--- src/rtl/mem_arb_pkg.sv ---
// Shared types and constants for the two-port memory arbiter.
// MEM_ARB_FIXED_PRIO_EN selects fixed priority (port 0 wins ties) instead of round-robin.
package mem_arb_pkg;
  localparam int ADDR_W_DEF = 5;
  localparam int DATA_W_DEF = 16;
  localparam int NUM_PORTS  = 2;
  localparam logic PORT0    = 1'b0;
  localparam logic PORT1    = 1'b1;

  typedef enum logic [1:0] {
    IDLE  = 2'd0,
    ISSUE = 2'd1,
    RDATA = 2'd2
  } arb_state_t;
endpackage

--- src/rtl/rr_pick2.sv ---
// Combinational 2-way picker: a lone requester always wins; ties go away from `last`.
// With MEM_ARB_FIXED_PRIO_EN defined, ties go to port 0 and `last` is not present.
module rr_pick2
  import mem_arb_pkg::*;
(
  input  logic [1:0] req,
`ifndef MEM_ARB_FIXED_PRIO_EN
  input  logic       last,
`endif
  output logic       winner
);

  always_comb begin
    winner = PORT0;
    if (req == 2'b10) begin
      winner = PORT1;
    end else if (req == 2'b11) begin
`ifdef MEM_ARB_FIXED_PRIO_EN
      winner = PORT0;
`else
      winner = ~last;
`endif
    end
  end

endmodule

--- src/rtl/mem_arbiter.sv ---
// Two-port arbiter in front of a synchronous-read single-port memory (IDLE -> ISSUE [-> RDATA]).
// MEM_ARB_FIXED_PRIO_EN replaces the round-robin last-grant pointer with fixed port-0 priority.
module mem_arbiter
  import mem_arb_pkg::*;
#(
  parameter int ADDR_W = ADDR_W_DEF,
  parameter int DATA_W = DATA_W_DEF
) (
  input  logic              clk,
  input  logic              reset,
  input  logic              r0_req,
  input  logic              r0_we,
  input  logic [ADDR_W-1:0] r0_addr,
  input  logic [DATA_W-1:0] r0_wdata,
  input  logic              r1_req,
  input  logic              r1_we,
  input  logic [ADDR_W-1:0] r1_addr,
  input  logic [DATA_W-1:0] r1_wdata,
  output logic              r0_gnt,
  output logic              r0_rvalid,
  output logic [DATA_W-1:0] r0_rdata,
  output logic              r1_gnt,
  output logic              r1_rvalid,
  output logic [DATA_W-1:0] r1_rdata,
  output logic [ADDR_W-1:0] mem_address,
  output logic              mem_read_enable,
  output logic              mem_write_enable,
  output logic [DATA_W-1:0] mem_data_in,
  input  logic [DATA_W-1:0] mem_data_out,
  output logic              busy
);

  arb_state_t        state_reg, state_next;
  logic              owner_reg;
  logic              is_read_reg;
  logic [1:0]        gnt_reg;
  logic [ADDR_W-1:0] mem_address_reg;
  logic [DATA_W-1:0] mem_data_in_reg;
  logic              mem_re_reg;
  logic              mem_we_reg;

  logic [1:0]        req_vec;
  logic [1:0]        rvalid_vec;
  logic [DATA_W-1:0] rdata_arr [NUM_PORTS];
  logic              winner;
  logic              grant_fire;
  logic              sel_we;
  logic [ADDR_W-1:0] sel_addr;
  logic [DATA_W-1:0] sel_wdata;

  assign req_vec = {r1_req, r0_req};

`ifdef MEM_ARB_FIXED_PRIO_EN
  rr_pick2 u_pick (
    .req    (req_vec),
    .winner (winner)
  );
`else
  logic last_reg;

  rr_pick2 u_pick (
    .req    (req_vec),
    .last   (last_reg),
    .winner (winner)
  );
`endif

  assign grant_fire = (state_reg == IDLE) && (|req_vec);
  assign sel_we     = winner ? r1_we    : r0_we;
  assign sel_addr   = winner ? r1_addr  : r0_addr;
  assign sel_wdata  = winner ? r1_wdata : r0_wdata;

  always_comb begin
    state_next = state_reg;
    case (state_reg)
      IDLE:    if (|req_vec) state_next = ISSUE;
      ISSUE:   state_next = is_read_reg ? RDATA : IDLE;
      RDATA:   state_next = IDLE;
      default: state_next = IDLE;
    endcase
  end

  always_ff @(posedge clk) begin
    if (reset) begin
      state_reg <= IDLE;
    end else begin
      state_reg <= state_next;
    end
  end

  // Everything facing the memory or a requester is launched from the grant edge.
  always_ff @(posedge clk) begin
    if (reset) begin
      owner_reg       <= PORT0;
      is_read_reg     <= 1'b0;
      gnt_reg         <= 2'b00;
      mem_address_reg <= '0;
      mem_data_in_reg <= '0;
      mem_re_reg      <= 1'b0;
      mem_we_reg      <= 1'b0;
`ifndef MEM_ARB_FIXED_PRIO_EN
      last_reg        <= PORT1;
`endif
    end else begin
      gnt_reg    <= 2'b00;
      mem_re_reg <= 1'b0;
      mem_we_reg <= 1'b0;
      if (grant_fire) begin
        owner_reg       <= winner;
        is_read_reg     <= ~sel_we;
        mem_address_reg <= sel_addr;
        mem_data_in_reg <= sel_wdata;
        mem_re_reg      <= ~sel_we;
        mem_we_reg      <= sel_we;
        gnt_reg[winner] <= 1'b1;
`ifndef MEM_ARB_FIXED_PRIO_EN
        last_reg        <= winner;
`endif
      end
    end
  end

  // Read data is forced to zero outside the owner's RDATA cycle so a floating bus never leaks out.
  genvar gi;
  for (gi = 0; gi < NUM_PORTS; gi++) begin : g_port
    assign rvalid_vec[gi] = (state_reg == RDATA) && (owner_reg == 1'(gi)) && !reset;
    assign rdata_arr[gi]  = rvalid_vec[gi] ? mem_data_out : '0;
  end

  assign r0_gnt           = gnt_reg[0];
  assign r1_gnt           = gnt_reg[1];
  assign r0_rvalid        = rvalid_vec[0];
  assign r1_rvalid        = rvalid_vec[1];
  assign r0_rdata         = rdata_arr[0];
  assign r1_rdata         = rdata_arr[1];
  assign mem_address      = mem_address_reg;
  assign mem_data_in      = mem_data_in_reg;
  assign mem_read_enable  = mem_re_reg;
  assign mem_write_enable = mem_we_reg;
  assign busy             = (state_reg != IDLE);

endmodule
--- config.mk ---
export PLATFORM = sky130hd
export DESIGN_NAME = mem_arbiter
export DESIGN_NICKNAME = d
export VERILOG_FILES = /design/src/rtl/mem_arb_pkg.sv /design/src/rtl/rr_pick2.sv /design/src/rtl/mem_arbiter.sv
export SDC_FILE = /design/constraint.sdc
export NUM_CORES = 1
export LEC_CHECK = 0
export ABC_AREA = 0
export CAP_MARGIN = 40
export CORE_MARGIN = 5
export CORE_UTILIZATION = 37
export DETAILED_ROUTE_END_ITERATION = 7
export PLACE_DENSITY = 0.83
export SYNTH_ARGS = -nofsm -noshare
export SYNTH_HDL_FRONTEND = slang
export SYNTH_SLANG_ARGS = --single-unit
export TNS_END_PERCENT = 5
--- constraint.sdc ---
create_clock -name clk -period 3.94 [get_ports clk]
set_clock_uncertainty 0.15 [all_clocks]
set_input_delay 1.182 -clock clk [delete_from_list [all_inputs] [get_ports clk]]
set_output_delay 1.182 -clock clk [all_outputs]
set_load 0.01 [all_outputs]
# Word level (Yosys, flattened, before mapping)
# Index checks and enable logic that the tools add are counted.
dict set report word_totals {
  ff_bits 30
  latch_bits 0
  ramBits 0
  romBits 0
  inputBits 64
  out_inout_bits 60
  elab_cells 43
  n_memories 0
}
dict set report classes {
  addsub 0
  multipliers 0
  n_div 0
  n_lt_le_gt_ge 2
  n_eq_ne 5
  n_shift 0
  mux 12
  bitwise 4
  n_reduce_logical 11
}
# op count
set ops {}
lappend ops {{16-bit two-way mux} 3}
lappend ops {{2-bit == test, second input constant} 3}
lappend ops {{1-bit logical AND} 6}
lappend ops {{5-bit two-way mux} 1}
lappend ops {{1-bit two-way mux} 4}
lappend ops {{2-bit two-way mux} 2}
lappend ops {{1-bit inverter} 4}
lappend ops {{2-bit case mux with 2 select lines} 1}
lappend ops {{2-bit OR reduction} 2}
lappend ops {{2-bit by 1-bit == test with 1-bit output, second input constant} 1}
lappend ops {{2-bit zero test} 1}
lappend ops {{1-bit by 2-bit < comparator with 1-bit output, second input constant} 1}
lappend ops {{2-bit by 1-bit inequality test with 1-bit output, second input constant} 1}
lappend ops {{2-bit nonzero test} 1}
lappend ops {{1-bit demux with 1-bit select} 1}
lappend ops {{1-bit >= comparator, second input constant} 1}
lappend ops {{1-bit zero test} 1}

# Logic depth before layout (Yosys ltp)
# Gate-level depths: netlist of run 1.
dict set report depth {
  depth_word 7
  mapped_depth 6
}

# Hierarchy
# A second synthesis of run 1 with hierarchy kept.
dict set report hier_totals {
  hier_cells 164
  area_unflattened_um2 1644.1
}
# module n_inst cells_per_inst area_per_inst_um2 seq_area_each_um2
set by_module_without_submodules {}
lappend by_module_without_submodules {mem_arbiter 1 163 1632.8 600.6}
lappend by_module_without_submodules {rr_pick2 1 1 11.3 0.0}

# Least setup slack after synthesis of run 1
# Ideal clock, no wire load.
dict set report synth_path {
  path_type {input-to-output}
  from {in reset}
  to {out r1_rdata[1]}
  t_arrival_ps 1883
  t_required_ps 2608
  slack_ps 725
  cell_stages 3
  n_path_buf 1
  cell_sequence {and4bb_1 > buf_2 > and2_1}
}
dict set report synth_via {
  elab_chain_cells 3
}
# element line
set synth_lines {}
lappend synth_lines {{start, declared} mem_arbiter.sv:10} ;# input logic reset,
lappend synth_lines {{1-bit zero test} mem_arbiter.sv:126} ;# assign rvalid_vec[gi] = (state_reg == RDATA) && (owner_reg == 1'(gi)) && !reset;
lappend synth_lines {{1-bit logical AND} mem_arbiter.sv:126}
lappend synth_lines {{net r1_rvalid} mem_arbiter.sv:23} ;# output logic r1_rvalid,
lappend synth_lines {{16-bit two-way mux} mem_arbiter.sv:127} ;# assign rdata_arr[gi] = rvalid_vec[gi] ? mem_data_out : '0;
lappend synth_lines {{end, declared} mem_arbiter.sv:24} ;# output logic [DATA_W-1:0] r1_rdata,
# The timed path passes the listed nets, and every way through them passes these cells.

# Worst setup path after layout of run 1
dict set report layout_path {
  from {in reset}
  to {out r1_rdata[6]}
}
dict set report layout_via {
  elab_chain_cells 3
}
# element line
set layout_lines {}
lappend layout_lines {{1-bit zero test} mem_arbiter.sv:126}
lappend layout_lines {{1-bit logical AND} mem_arbiter.sv:126}
lappend layout_lines {{16-bit two-way mux} mem_arbiter.sv:127}
# Every way passes these cells.

==> results of run 1 <==
## layout make-up
| class | count | area share, % |
|---|---|---|
| tap | 52 | 2.17 |
| multi-input combinational | 139 | 32.2 |
| clock inverter | 1 | 0.167 |
| sequential | 30 | 20.0 |
| clock buffer | 7 | 2.88 |
| inverter | 1 | 0.125 |
| timing repair buffer | 129 | 42.4 |
## critical path: stages
cell             delay, ns
buf_2                 0.13
and4bb_1              0.26
buf_4                 0.17
and2_1                0.14
clkdlybuf4s50_1       0.54
## routing by layer
layer	part of all wire, %	wire length [microns]
met1	38	1940
met2	50	2550
met3	9.1	463
met4	3.3	169
met5	0	0
## worst max path at each step
stage             endpoint  depth (start not counted)
2_1_floorplan  r1_rdata[1]                          3
3_3_place_gp   r1_rdata[6]                          5
3_5_place_dp   r1_rdata[6]                          5
4_1_cts        r1_rdata[6]                          5
5_1_grt        r0_rdata[5]                          5
6_report       r1_rdata[6]                          5
## kinds of logic after synthesis
logic type | count (synthesis) | share of synthesized area (%)
and+or+nand+nor | 111 | 34.8
DFF | 30 | 35.2
AOI/OAI and AO/OA | 27 | 21.4
buffers and inverters | 15 | 8.00
muxes | 1 | 0.587
## cells in the final DEF, fill, tap and decap left out
cell type,n
mux2i_1,1
nand2_1,47
and4bb_1,1
a21boi_4,1
nor2_2,18
nor2_4,1
a22oi_1,1
a311oi_1,2
dfxtp_1,30
buf_2,1
nor4b_4,1
a21oi_1,1
buf_4,6
nor2b_1,1
nor2_1,5
clkbuf_8,6
a221o_1,1
nor4bb_1,1
and2_1,33
a311oi_2,19
o21a_4,1
inv_1,1
o21ai_1,1
nor3_1,3
clkdlybuf4s50_1,122
clkinv_2,1
clkbuf_1,1
## power groups by stage
stage | registers (mW) | logic [mW] | clock network [mW]
after floorplan | 0.371 | 0.126 | 0
after global placement | 0.358 | 0.255 | 0
after detailed placement | 0.360 | 0.257 | 0
after CTS | 0.353 | 0.258 | 0.261
after global routing | 0.357 | 0.276 | 0.278
final | 0.353 | 0.255 | 0.254
==> results.py, run 1 <==
metrics = {
    "timing": {
        "fin_crit_sh_pct": 95.4,
        "fin_hold_ws_ns": 0.322,
        "setup_tns_ns": 0,
        "drv_slew": 0,
        "fin_ws_ns": 0.183,
        "setup_viol": 0,
        "relSlewSlack_pct": 54.8,
        "worst_pin_slew_ns": 0.677,
        "period_minus_slack_ns": 3.76,
        "rsz0062_at_grt": "no",
        "final_hold_viol_count": 0,
        "max_freq_ghz": 0.266,
    },
    "hold_path": {
        "hold_start": "is_read_reg$_SDFFE_PP0P_",
        "holdPathStages": 1,
        "worstHoldPathType": "reg -> reg",
        "min_to": "state_reg[1]$_SDFFE_PP0P_",
    },
    "finish": {
        "finalNetCount": 370,
        "largest_register_ffs": 16,
        "multi_input_area_sq_um": 967,
        "diodes": 0,
        "syn_to_final_growth_pct": 76.0,
        "regArea_sq_um": 601,
        "n_fill_cell": 365,
        "final_cells": 359,
        "fin_util_pct": 67.9,
        "drive_gt1_share_pct": 17.9,
        "post-route-cell-area_sq_mm": 0.00300,
    },
    "grt": {
        "grt_use_total_pct": 16.1,
        "grtUsageMet1_pct": 17.1,
        "grt_pass1_wl_microns": 7950,
        "grt-busiest-layer": "met2",
        "use_met3_pct": 5.32,
        "antenna_found_initial": 0,
        "grt_pass1_vias": 1663,
        "overflow": 0,
        "grt_max_degree": 44,
        "grt_use_met2_pct": 28.5,
    },
    "floorplanning": {
        "rows": 24,
        "die_x_microns": 77.9,
        "start_util_pct": 38.6,
        "core-area_sq_mm": 0.00441,
        "die_area_sq_mm": 0.00606,
        "io_pins": 124,
        "die_h_microns": 77.9,
    },
    "pwr": {
        "swShare_pct": 28.0,
        "switching_power_mw": 0.242,
        "leakage_nw": 1.13,
        "p_seq_share_pct": 40.9,
        "p_clk_share_pct": 29.4,
        "p_total_mw": 0.862,
        "combinationalPowerShare_pct": 29.6,
        "internal_power_mw": 0.620,
        "irDropWorstVdd_mv": 0.157,
        "power.density_mw_per_mm2": 287,
    },
    "clocking": {
        "cts.path.max_buffers": 2,
        "hold_buffers": 0,
        "cts_root_buf": "clkbuf_8",
        "post_cts_resized": 0,
        "path_clk_slew_ns": 0.06,
        "clock-sinks": 30,
        "clkLatencyLatePin_ns": 0.28,
        "cts_tree": "yes",
        "cts_setup_buffers": 0,
        "cts_made_buffers": 5,
        "htree_levels": 2,
    },
    "drt": {
        "route.detailed.drc": 0,
        "vias": 1725,
        "ant_nets": 0,
        "drt-initial-drc-count": 62,
        "vias_per_cell": 4.81,
        "routedWlPerCell_microns": 14.3,
        "finalWirelength_microns": 5120,
        "firstDrtPassIters": 4,
    },
    "place": {
        "hpwl_microns": 3990,
        "port_buffers": 123,
        "place_area_sq_mm": 0.00291,
        "place_inst": 351,
        "gp_congestion": 0.755,
        "place_ws_ns": 0.169,
    },
    "synth": {
        "async_flop_share_pct": 0,
        "synth_top_area_share_pct": 35.2,
        "ys_top_cells_by_area": "dfxtp_1 35%, a311oi_2 17%, and2_1 12%, nand2_1 10%, nor2_2 6.6%",
        "synth_edf_count": 0,
        "seq_area_frac_synth_pct": 35.2,
        "synthTopCellsByCount": "47 x nand2_1, 33 x and2_1, 30 x dfxtp_1",
        "syn_area_sq_mm": 0.00170,
        "yosysTopAreaCell": "dfxtp_1",
        "ys_warn_count": 0,
        "yosys_most_used_dff": "dfxtp_1",
        "synth-seq-cells": 30,
        "synth_nets": 248,
        "syn_avg_cell_area_sq_um": 9.26,
        "yosysMostFrequentCell": "nand2_1",
        "syn_inst": 184,
        "synth.distinct_cells": 27,
    },
    "critical_path": {
        "r2r-start": "state_reg[0]$_SDFFE_PP0P_",
        "end_kind": "output port",
        "cp.arrival_ns": 2.43,
        "crit_type": "in -> out",
        "worst_r2r_endpoint": "mem_data_in[8]$_SDFFE_PP0P_",
        "rrSetupSlack_ns": 2.19,
        "reg2regPathDepth": 4,
        "worstPathRequired_ns": 2.61,
        "cp-startpoint": "reset",
        "path_max_fanout": 17,
        "critPathLaunchType": "primary input",
    },
    "status": {
        "status": "complete, no violations",
    },
    "job": {
        "drv_cap": 0,
    },
}
Power figures use the tool's default switching activity.
==> run 2, diff against run 1 <==
TNS_END_PERCENT = 1   (was 5)
==> results of run 2 <==
Same layout as run 1: the final DEF is identical, and so are final timing and power.
==> run 3, diff against run 2 <==
CAP_MARGIN = default   (was 40)
CORE_UTILIZATION = 50   (was 37)
DONT_BUFFER_PORTS = 1   (was default)
PLACE_DENSITY = 0.62   (was 0.83)
==> run 3 against run 2 <==
  * Total power shrank 22%
  * Clock power is 24% lower
  * Routed wire length is 21% lower
  * Core utilization is 17 points lower
  * Critical path type unchanged
  * Critical endpoint is now r0_rdata[12]
==> results.py, run 3 (synthesis gave the netlist of run 1 again) <==
metrics = {
    "status": {
        "status": "complete, no violations",
    },
    "clocking": {
        "htree_levels": 2,
        "hold_buffers": 0,
        "path_clk_slew_ns": 0.10,
        "post_cts_resized": 0,
        "cts_setup_buffers": 0,
        "cts.path.max_buffers": 2,
        "clock-sinks": 30,
        "cts_root_buf": "clkbuf_4",
        "clkLatencyLatePin_ns": 0.33,
        "cts_tree": "yes",
        "cts_made_buffers": 5,
    },
    "grt": {
        "overflow": 0,
        "grt_max_degree": 44,
        "antenna_found_initial": 0,
        "grt_pass1_wl_microns": 5640,
        "grt_pass1_vias": 1203,
        "grt_use_total_pct": 16.5,
    },
    "timing": {
        "period_minus_slack_ns": 3.43,
        "setup_viol": 0,
        "max_freq_ghz": 0.292,
        "rsz0062_at_grt": "no",
        "relSlewSlack_pct": 49.6,
        "drv_slew": 0,
        "final_hold_viol_count": 0,
        "fin_crit_sh_pct": 87.0,
        "setup_tns_ns": 0,
        "worst_pin_slew_ns": 0.753,
    },
    "pwr": {
        "leakage_nw": 0.630,
        "power.density_mw_per_mm2": 399,
        "p_total_mw": 0.676,
        "irDropWorstVdd_mv": 0.215,
    },
    "job": {
        "drv_cap": 0,
    },
    "hold_path": {
        "worstHoldPathType": "reg -> reg",
        "holdPathStages": 2,
        "min_to": "is_read_reg$_SDFFE_PP0P_",
        "hold_start": "is_read_reg$_SDFFE_PP0P_",
    },
    "place": {
        "gp_congestion": 0.676,
        "hpwl_microns": 3000,
        "port_buffers": 0,
    },
    "drt": {
        "vias": 1279,
        "ant_nets": 0,
        "firstDrtPassIters": 4,
        "finalWirelength_microns": 4050,
        "route.detailed.drc": 0,
        "vias_per_cell": 5.71,
        "routedWlPerCell_microns": 18.1,
        "drt-initial-drc-count": 52,
    },
    "critical_path": {
        "critPathTopFamily": "simple AND/OR/NAND/NOR gates",
        "crit_slowest_cell": "nor4b_4",
        "path_max_fanout": 31,
        "worstPathRequired_ns": 2.61,
        "end_kind": "output port",
        "crit_type": "in -> out",
        "cpPeakStageDelay_ns": 0.61,
        "cp.arrival_ns": 2.10,
        "reg2regPathDepth": 4,
        "crit_chain": "nor4b_4, and2_1",
        "worst_r2r_endpoint": "mem_data_in[8]$_SDFFE_PP0P_",
        "critPathLaunchType": "primary input",
        "crit_buf_inv": 0,
        "rrSetupSlack_ns": 2.17,
        "r2r-start": "state_reg[0]$_SDFFE_PP0P_",
    },
    "floorplanning": {
        "die_h_microns": 68.4,
        "start_util_pct": 51.5,
        "die_area_sq_mm": 0.00468,
        "core-area_sq_mm": 0.00331,
        "io_pins": 124,
        "die_x_microns": 68.4,
        "rows": 21,
    },
    "finish": {
        "layout_commonest_cell": "nand2_1",
        "finalNetCount": 241,
        "syn_to_final_growth_pct": -0.661,
        "largest_register_ffs": 16,
        "n_fill_cell": 328,
        "drive_gt1_share_pct": 27.5,
        "final_cell_mix": "47 x nand2_1, 33 x and2_1, 30 x dfxtp_1, 19 x a311oi_2, 18 x nor2_2",
        "diodes": 0,
    },
}
==> run 3: metal layers <==
layer  up-vias  part of all wire, %  track usage, %
met1       594                   39            18.9
li1        606                    -               -
met5         -                    0               0
met2        73                   48            25.5
met4         0                  1.0            5.21
met3         6                   12            9.69
==> run 3: per-stage QoR <==
stage	area [sq um]	std cells	hold WS [ns]	utilization, %	worst slack (ns)
after floorplan	1700	184	0.281	-	0.725
after global placement	1630	216	0.287	49.2	0.590
after detailed placement	1630	216	0.288	49.2	0.502
after CTS	1690	224	0.303	51.1	0.502
after global routing	1690	224	0.349	51.1	0.400
final	1690	224	0.304	51.1	0.512
==> run 3: how the worst max path moves through the flow <==
stage | start | slack (ns) | endpoint | cells after the start
2_1_floorplan | reset | 0.73 | r1_rdata[1] | 3
3_3_place_gp | reset | 0.59 | r0_rdata[10] | 2
3_5_place_dp | reset | 0.50 | r0_rdata[12] | 2
4_1_cts | reset | 0.50 | r0_rdata[12] | 2
5_1_grt | reset | 0.40 | r0_rdata[12] | 2
6_report | reset | 0.51 | r0_rdata[12] | 2
==> run 3: final cells by class <==
| type | instances | area (sq um) | area share, % |
|---|---|---|---|
| clock inverter | 2 | 12.5 | 0.739 |
| clock buffer | 6 | 51.3 | 3.03 |
| sequential | 30 | 601 | 35.5 |
| inverter | 1 | 3.75 | 0.222 |
| multi-input combinational | 139 | 967 | 57.1 |
| tap | 46 | 57.6 | 3.40 |
==> run 3: where the power goes <==
| part | internal (mW) | total [mW] | switching, mW |
|---|---|---|---|
| clock | 0.0857 | 0.193 | 0.107 |
| combinational | 0.0465 | 0.113 | 0.0660 |
| sequential | 0.333 | 0.370 | 0.0374 |
| total | 0.465 | 0.676 | 0.211 |
